<file path="config.mk">
export PLATFORM = sky130hd
export DESIGN_NAME = bamse_io_ioc
export DESIGN_NICKNAME = d
export VERILOG_FILES = /design/src/rtl/bamse_io_pkg.sv /design/src/rtl/bamse_sync_edge.sv /design/src/rtl/bamse_io_ioc.sv
export SDC_FILE = /design/constraint.sdc
export NUM_CORES = 1
export LEC_CHECK = 0
export BUFFER_PORTS_ARGS = -buffer_cell sky130_fd_sc_hd__buf_2
export CORE_MARGIN = 2
export CORE_UTILIZATION = 40
export DETAILED_ROUTE_END_ITERATION = 12
export PLACE_DENSITY = 0.59
export SYNTH_ARGS = -nofsm -noshare
export SYNTH_HDL_FRONTEND = slang
export SYNTH_HIERARCHICAL = 1
export SYNTH_SLANG_ARGS = --single-unit
</file>
<file path="constraint.sdc">
create_clock -name clk -period 3.3 [get_ports clk]
set_input_delay 0 -clock clk [delete_from_list [all_inputs] [get_ports clk]]
set_output_delay 0 -clock clk [all_outputs]
set_load 0.02 [all_outputs]
</file>
<file path="src/rtl/bamse_io_pkg.sv">
// rtl/bamse_io_pkg.sv - shared constants and FSM state type for the bamse I/O port block
package bamse_io_pkg;

    localparam int BYTE_W = 8;

    // Control register offsets relative to CTRL_BASE
    localparam logic [7:0] IOC_EN_OFS    = 8'd0;
    localparam logic [7:0] IOC_MODE_OFS  = 8'd1;
    localparam logic [7:0] IOC_FLAGS_OFS = 8'd2;

    typedef enum logic [1:0] {
        ST_IDLE    = 2'd0,
        ST_REQ     = 2'd1,
        ST_SERVICE = 2'd2
    } ioc_state_t;

endpackage

</file>
<file path="src/rtl/bamse_sync_edge.sv">
// rtl/bamse_sync_edge.sv - 2-flop pin synchroniser with change/rising-edge event detect
//
// Ports:
//   clk, rst   clock, synchronous active-high reset
//   din        asynchronous pin byte
//   mode       0: event on any bit change, 1: event on any rising bit
//   sync       synchronised pin value
//   evt        mode-qualified event, valid while sync differs from the previous sample
module bamse_sync_edge
    import bamse_io_pkg::*;
#(
    parameter int WIDTH = BYTE_W
) (
    input  logic             clk,
    input  logic             rst,
    input  logic [WIDTH-1:0] din,
    input  logic             mode,
    output logic [WIDTH-1:0] sync,
    output logic             evt
);

    logic [WIDTH-1:0] meta;
    logic [WIDTH-1:0] sync_q;
    logic [WIDTH-1:0] prev;
    logic             change;
    logic             rise;

    always_ff @(posedge clk) begin
        if (rst) begin
            meta   <= '0;
            sync_q <= '0;
            prev   <= '0;
        end else begin
            meta   <= din;
            sync_q <= meta;
            prev   <= sync_q;
        end
    end

    assign change = (sync_q != prev);
    assign rise   = |(sync_q & ~prev);
    assign evt    = mode ? rise : change;
    assign sync   = sync_q;

endmodule

</file>
<file path="src/rtl/bamse_io_ioc.sv">
// rtl/bamse_io_ioc.sv - PacoBlaze3 I/O port block with interrupt-on-change
//
// Ports:
//   clk, rst    clock, synchronous active-high reset
//   port_in     NUM_IN pin bytes (asynchronous), port i at [8i+7:8i]
//   port_outs   NUM_OUT output bytes, port j at [8j+7:8j]
//   port_id     port address from the CPU
//   wen, ren    CPU write/read strobes (reads have no side effects)
//   pb_out      CPU write data
//   pb_in       registered read data (1-cycle latency from port_id)
//   interrupt   registered interrupt request
//   int_ack     CPU interrupt acknowledge
module bamse_io_ioc
    import bamse_io_pkg::*;
#(
    parameter int         NUM_IN    = 2,
    parameter int         NUM_OUT   = 1,
    parameter logic [7:0] IN_BASE   = 8'h00,
    parameter logic [7:0] OUT_BASE  = 8'h10,
    parameter logic [7:0] CTRL_BASE = 8'h20
) (
    input  logic                   clk,
    input  logic                   rst,
    input  logic [8*NUM_IN-1:0]    port_in,
    output logic [8*NUM_OUT-1:0]   port_outs,
    input  logic [7:0]             port_id,
    input  logic                   wen,
    input  logic                   ren,
    input  logic [7:0]             pb_out,
    output logic [7:0]             pb_in,
    output logic                   interrupt,
    input  logic                   int_ack
);

    logic [NUM_IN-1:0][7:0]  sync_v;
    logic [NUM_IN-1:0]       evt;
    logic [NUM_OUT-1:0][7:0] outs;
    logic [NUM_IN-1:0]       ioc_en;
    logic [NUM_IN-1:0]       ioc_mode;
    logic [NUM_IN-1:0]       ioc_flags;
    logic [NUM_IN-1:0]       flag_clr;
    logic [7:0]              in_ofs;
    logic [7:0]              out_ofs;
    logic [7:0]              ctrl_ofs;
    logic [7:0]              rd_data;
    logic                    pend;
    ioc_state_t              state_q;
    ioc_state_t              state_d;
    logic                    unused_ren;

    // Read strobe carries no side effects; the read mux runs every cycle.
    assign unused_ren = ren;

    for (genvar gi = 0; gi < NUM_IN; gi++) begin : g_in
        bamse_sync_edge #(.WIDTH(BYTE_W)) u_sync (
            .clk  (clk),
            .rst  (rst),
            .din  (port_in[8*gi +: 8]),
            .mode (ioc_mode[gi]),
            .sync (sync_v[gi]),
            .evt  (evt[gi])
        );
    end

    // Offsets wrap modulo 256, so an id below a base yields a large offset
    // that matches no index.
    assign in_ofs   = port_id - IN_BASE;
    assign out_ofs  = port_id - OUT_BASE;
    assign ctrl_ofs = port_id - CTRL_BASE;

    always_comb begin
        rd_data = 8'h00;
        for (int i = 0; i < NUM_IN; i++) begin
            if (in_ofs == 8'(i)) rd_data = sync_v[i];
        end
        for (int j = 0; j < NUM_OUT; j++) begin
            if (out_ofs == 8'(j)) rd_data = outs[j];
        end
        if (ctrl_ofs == IOC_EN_OFS)    rd_data = 8'(ioc_en);
        if (ctrl_ofs == IOC_MODE_OFS)  rd_data = 8'(ioc_mode);
        if (ctrl_ofs == IOC_FLAGS_OFS) rd_data = 8'(ioc_flags);
    end

    assign flag_clr = (wen && ctrl_ofs == IOC_FLAGS_OFS) ? pb_out[NUM_IN-1:0] : '0;

    always_ff @(posedge clk) begin
        if (rst) begin
            outs      <= '0;
            ioc_en    <= '0;
            ioc_mode  <= '0;
            ioc_flags <= '0;
            pb_in     <= 8'h00;
        end else begin
            pb_in <= rd_data;
            if (wen) begin
                for (int j = 0; j < NUM_OUT; j++) begin
                    if (out_ofs == 8'(j)) outs[j] <= pb_out;
                end
                if (ctrl_ofs == IOC_EN_OFS)   ioc_en   <= pb_out[NUM_IN-1:0];
                if (ctrl_ofs == IOC_MODE_OFS) ioc_mode <= pb_out[NUM_IN-1:0];
            end
            // OR-ing events after the clear lets a coincident event win.
            ioc_flags <= (ioc_flags & ~flag_clr) | evt;
        end
    end

    assign port_outs = outs;
    assign pend      = |(ioc_flags & ioc_en);

    // SERVICE holds interrupt low until the ISR has cleared the enabled
    // flags, so the same flags cannot re-trigger after the acknowledge.
    always_comb begin
        state_d = state_q;
        case (state_q)
            ST_IDLE:    if (pend) state_d = ST_REQ;
            ST_REQ: begin
                if (!pend)        state_d = ST_IDLE;
                else if (int_ack) state_d = ST_SERVICE;
            end
            ST_SERVICE: if (!pend) state_d = ST_IDLE;
            default:    state_d = ST_IDLE;
        endcase
    end

    always_ff @(posedge clk) begin
        if (rst) begin
            state_q   <= ST_IDLE;
            interrupt <= 1'b0;
        end else begin
            state_q   <= state_d;
            interrupt <= (state_d == ST_REQ);
        end
    end

endmodule

</file>
==> summary.txt <==
Clocking
  – Hold-fix buffers at CTS: 20
  – Clock transition at the registers of the reported paths: 0.07 ns
  – Clock sink total: 73
  – Level count of the clock H-tree: 3
  – TritonCTS clock tree: built
  – Clk root buf: sky130_fd_sc_hd__clkbuf_8
  – Number of buffers added by the clock tree synthesis step: 9
  – Skew-Pair Late Insertion Delay: 0.34 ns
  – Number of buffers inserted by post-CTS setup repair: 0
  – Max Root-Sink Buffers: 2
  – Number of gates resized after cts: 0

STA
  – Final critical-path share of the clock period: 0.449
  – Final Worst Setup Slack: 1.82 ns
  – Relative slew margins: 0.558
  – Number of hold violations in the final report: 0
  – Final setup violation count: 0
  – Slew at the pin with the worst max-slew slack: 0.654 ns
  – Fin. max-slew vios: 0
  – Shortest period the worst path allows: 1.48 ns
  – Unrepaired setup endpoints after global routing: false
  – Final setup skew: 0.0111 ns
  – Worst hold margin: 0.0167 ns
  – Total negative slack: 0 ns
  – Maximum frequency from static timing analysis: 674 MHz

Floorplanning
  – Effective utilization at floorplan: 0.413
  – Number of ports placed on the die boundary: 54
  – Die Span X: 90.8 um
  – Area inside the core boundary: 7290 um2
  – Die Footprint: 8250 um2
  – DIE HEIGHT: 90.8 um
  – Site row count: 31

Synth
  – Most instantiated flip-flop cell in the synthesis netlist: sky130_fd_sc_hd__dfxtp_1
  – Post-synthesis sequential area ratio: 0.485
  – Number of flops mapped to enable cells by yosys: 0
  – Leading cell types by count after synthesis: sky130_fd_sc_hd__dfxtp_1, sky130_fd_sc_hd__nor2b_1, sky130_fd_sc_hd__inv_1, sky130_fd_sc_hd__ha_1, sky130_fd_sc_hd__o31ai_1
  – Cell with the most instances after synthesis: sky130_fd_sc_hd__dfxtp_1
  – Synth unique cells: 42
  – Cells after Synth: 295
  – Post-synthesis instance area: 3010 um2
  – Synth Warn #: 6
  – Largest cells by area after synthesis: sky130_fd_sc_hd__dfxtp_1, sky130_fd_sc_hd__nor2b_1, sky130_fd_sc_hd__ha_1
  – Share of synthesized registers carrying an async set or reset: 0
  – Leading area contributor after synthesis: sky130_fd_sc_hd__dfxtp_1
  – Number of nets produced by synthesis: 350
  – Share of the synthesized area in the top cell type: 0.485
  – Avg Cell Area, Syn: 10.2 um2
  – Flip-flop and latch count after synthesis: 73

Pwr
  – Overall power of the completed layout: 1.69 mW
  – Leakage power total: 1.50 nW
  – Total power density per cell area: 456 nW/um2
  – Largest voltage drop on the vdd net: 0.237 mV

Route
  – Routed Antenna Nets: 0
  – Number of vias per cell: 4.63
  – Final routed wire length divided by cell count: 12.3 um
  – WL final: 5760 um
  – Number of remaining DRC errors: 0
  – 1st-pass router iterations: 4
  – Number of vias after detailed routing: 2,178
  – Starting DRT DRC Count: 58

GRT
  – Total routing resource utilization after global routing: 0.150
  – Initial antenna violation count: 0
  – Global-route wire length before repair: 9620 um
  – Total grt overflow: 0
  – Maximum number of pins on one net before global-route repair: 49
  – Number of global-route vias before repair: 2,069

Worst hold path
  – HP Class: in -> reg

Critical path
  – Type of element launching the critical path: primary input
  – Arrival time worst endpoint: 1.70 ns
  – Combined buffer and inverter count along the critical path: 2
  – WS Path Type: in -> reg
  – CP Max Fanout: 9
  – Required time of the worst setup path: 3.52 ns
  – Family of cells with the greatest summed delay on the critical path: simple AND/OR/NAND/NOR gates
  – Worst Setup End Kind: flop
  – Crit path largest cell delay: 0.54 ns
  – Critical-path cell list: buf_2 -> inv_1 -> ha_1 -> and2b_1 -> xnor2_1 -> and3_1 -> o31ai_1
  – Highest-delay cell along the critical path: sky130_fd_sc_hd__xnor2_1

Final layout
  – Filler Cell Count: 700
  – Number of nets in the layout: 422
  – Signed area change from the synthesized netlist to the final layout: 22.9%
  – Share of final-layout standard cells stronger than drive strength 1: 0.210
  – Diode count: 0

Place
  – Setup slack at placement: 1.45 ns
  – Detailed placer's ending HPWL: 4140 um
  – Weighted congestion at the end of routability-driven global placement: 0.834
  – Number of I/O port buffers: 52

Run status
  – Status: complete, no violations

Flow run
  – Max-cap violation count: 0
final cells by class:
type	instances	area, um2	area share
clock buffers	11	151	0.0409
repair buffers	73	468	0.126
inverters	28	105	0.0284
flip-flops and latches	73	1460	0.395
clock inverters	4	28.8	0.00777
well taps	99	124	0.0334
multi-input cells	182	1370	0.369
logic make-up (layout without fill, tap and decap cells):
kind of cell	count (synthesis)	after routing	share of synthesized area
compound gates	39	39	0.0980
xor+xnor	3	3	0.00872
fa+ha+maj	18	18	0.0747
buf+inv	40	116	0.0623
flops	73	73	0.485
mux	5	5	0.0170
simple gates	117	117	0.254
per-stage QoR:
| stage | instance area, um2 | cells | util |
|---|---|---|---|
| after CTS | 3700 | 470 | 0.508 |
| after floorplan | 3010 | 295 | - |
| after detailed placement | 3320 | 435 | 0.456 |
| after global placement | 3320 | 435 | 0.456 |
| final | 3700 | 470 | 0.508 |
| after global routing | 3700 | 470 | 0.508 |
flip-flops by register name, indices dropped and copies added, names as in the netlist:
register          cells
g_in.u_sync/meta     16
g_in.u_sync/prev     16
ioc_flags             2
pb_in                 8
ioc_mode              2
state_q               2
interrupt             1
g_in.u_sync/sync     16
ioc_en                2
port_outs             8
cells in the final DEF (no fill, tap or decap), types with 7 or more instances in the layout:
| master | Yosys | routed |
|---|---|---|
| sky130_fd_sc_hd__ha_1 | 18 | 18 |
| sky130_fd_sc_hd__a22oi_1 | 7 | 7 |
| sky130_fd_sc_hd__dfxtp_1 | 73 | 73 |
| sky130_fd_sc_hd__o31ai_1 | 10 | 10 |
| sky130_fd_sc_hd__inv_1 | 28 | 28 |
| sky130_fd_sc_hd__and2b_1 | 9 | 9 |
| sky130_fd_sc_hd__nor2_1 | 9 | 9 |
| sky130_fd_sc_hd__nand2_1 | 7 | 7 |
| sky130_fd_sc_hd__dlygate4sd3_1 | 0 | 20 |
| sky130_fd_sc_hd__nor2b_1 | 48 | 48 |
| sky130_fd_sc_hd__clkbuf_8 | 0 | 11 |
| sky130_fd_sc_hd__buf_2 | 5 | 52 |
| sky130_fd_sc_hd__nand4_1 | 9 | 9 |
power by group:
part | switching, mW | internal, mW
combinational | 0.0735 | 0.0750
clock | 0.312 | 0.309
sequential | 0.0116 | 0.907
total | 0.397 | 1.29
layer usage:
metal	wire length, um	GRT usage
met5	0	0
met2	2590	0.236
met1	2770	0.188
met3	343	0.0526
met4	62	0.0606
tightest hold or removal path: cells and delay by family:
family | cells | cell delay (ns)
simple gates | 2 | 0.20
buf+inv | 1 | 0.07
compound gates | 1 | 0.06
final timing paths:
path / slack, ns / end / cells past startpoint / from
max: 1.82 / port_outs[2] / 7 / port_id[5]
min reg2reg: 0.43 / g_in[0].u_sync/sync[5] / 1 / g_in[0].u_sync/meta[5]
max reg2reg: 1.87 / ioc_flags[1] / 6 / g_in[1].u_sync/prev[7]
min: 0.02 / port_outs[7] / 4 / pb_out[7]
Note: power is estimated with default switching activity, not from simulation.
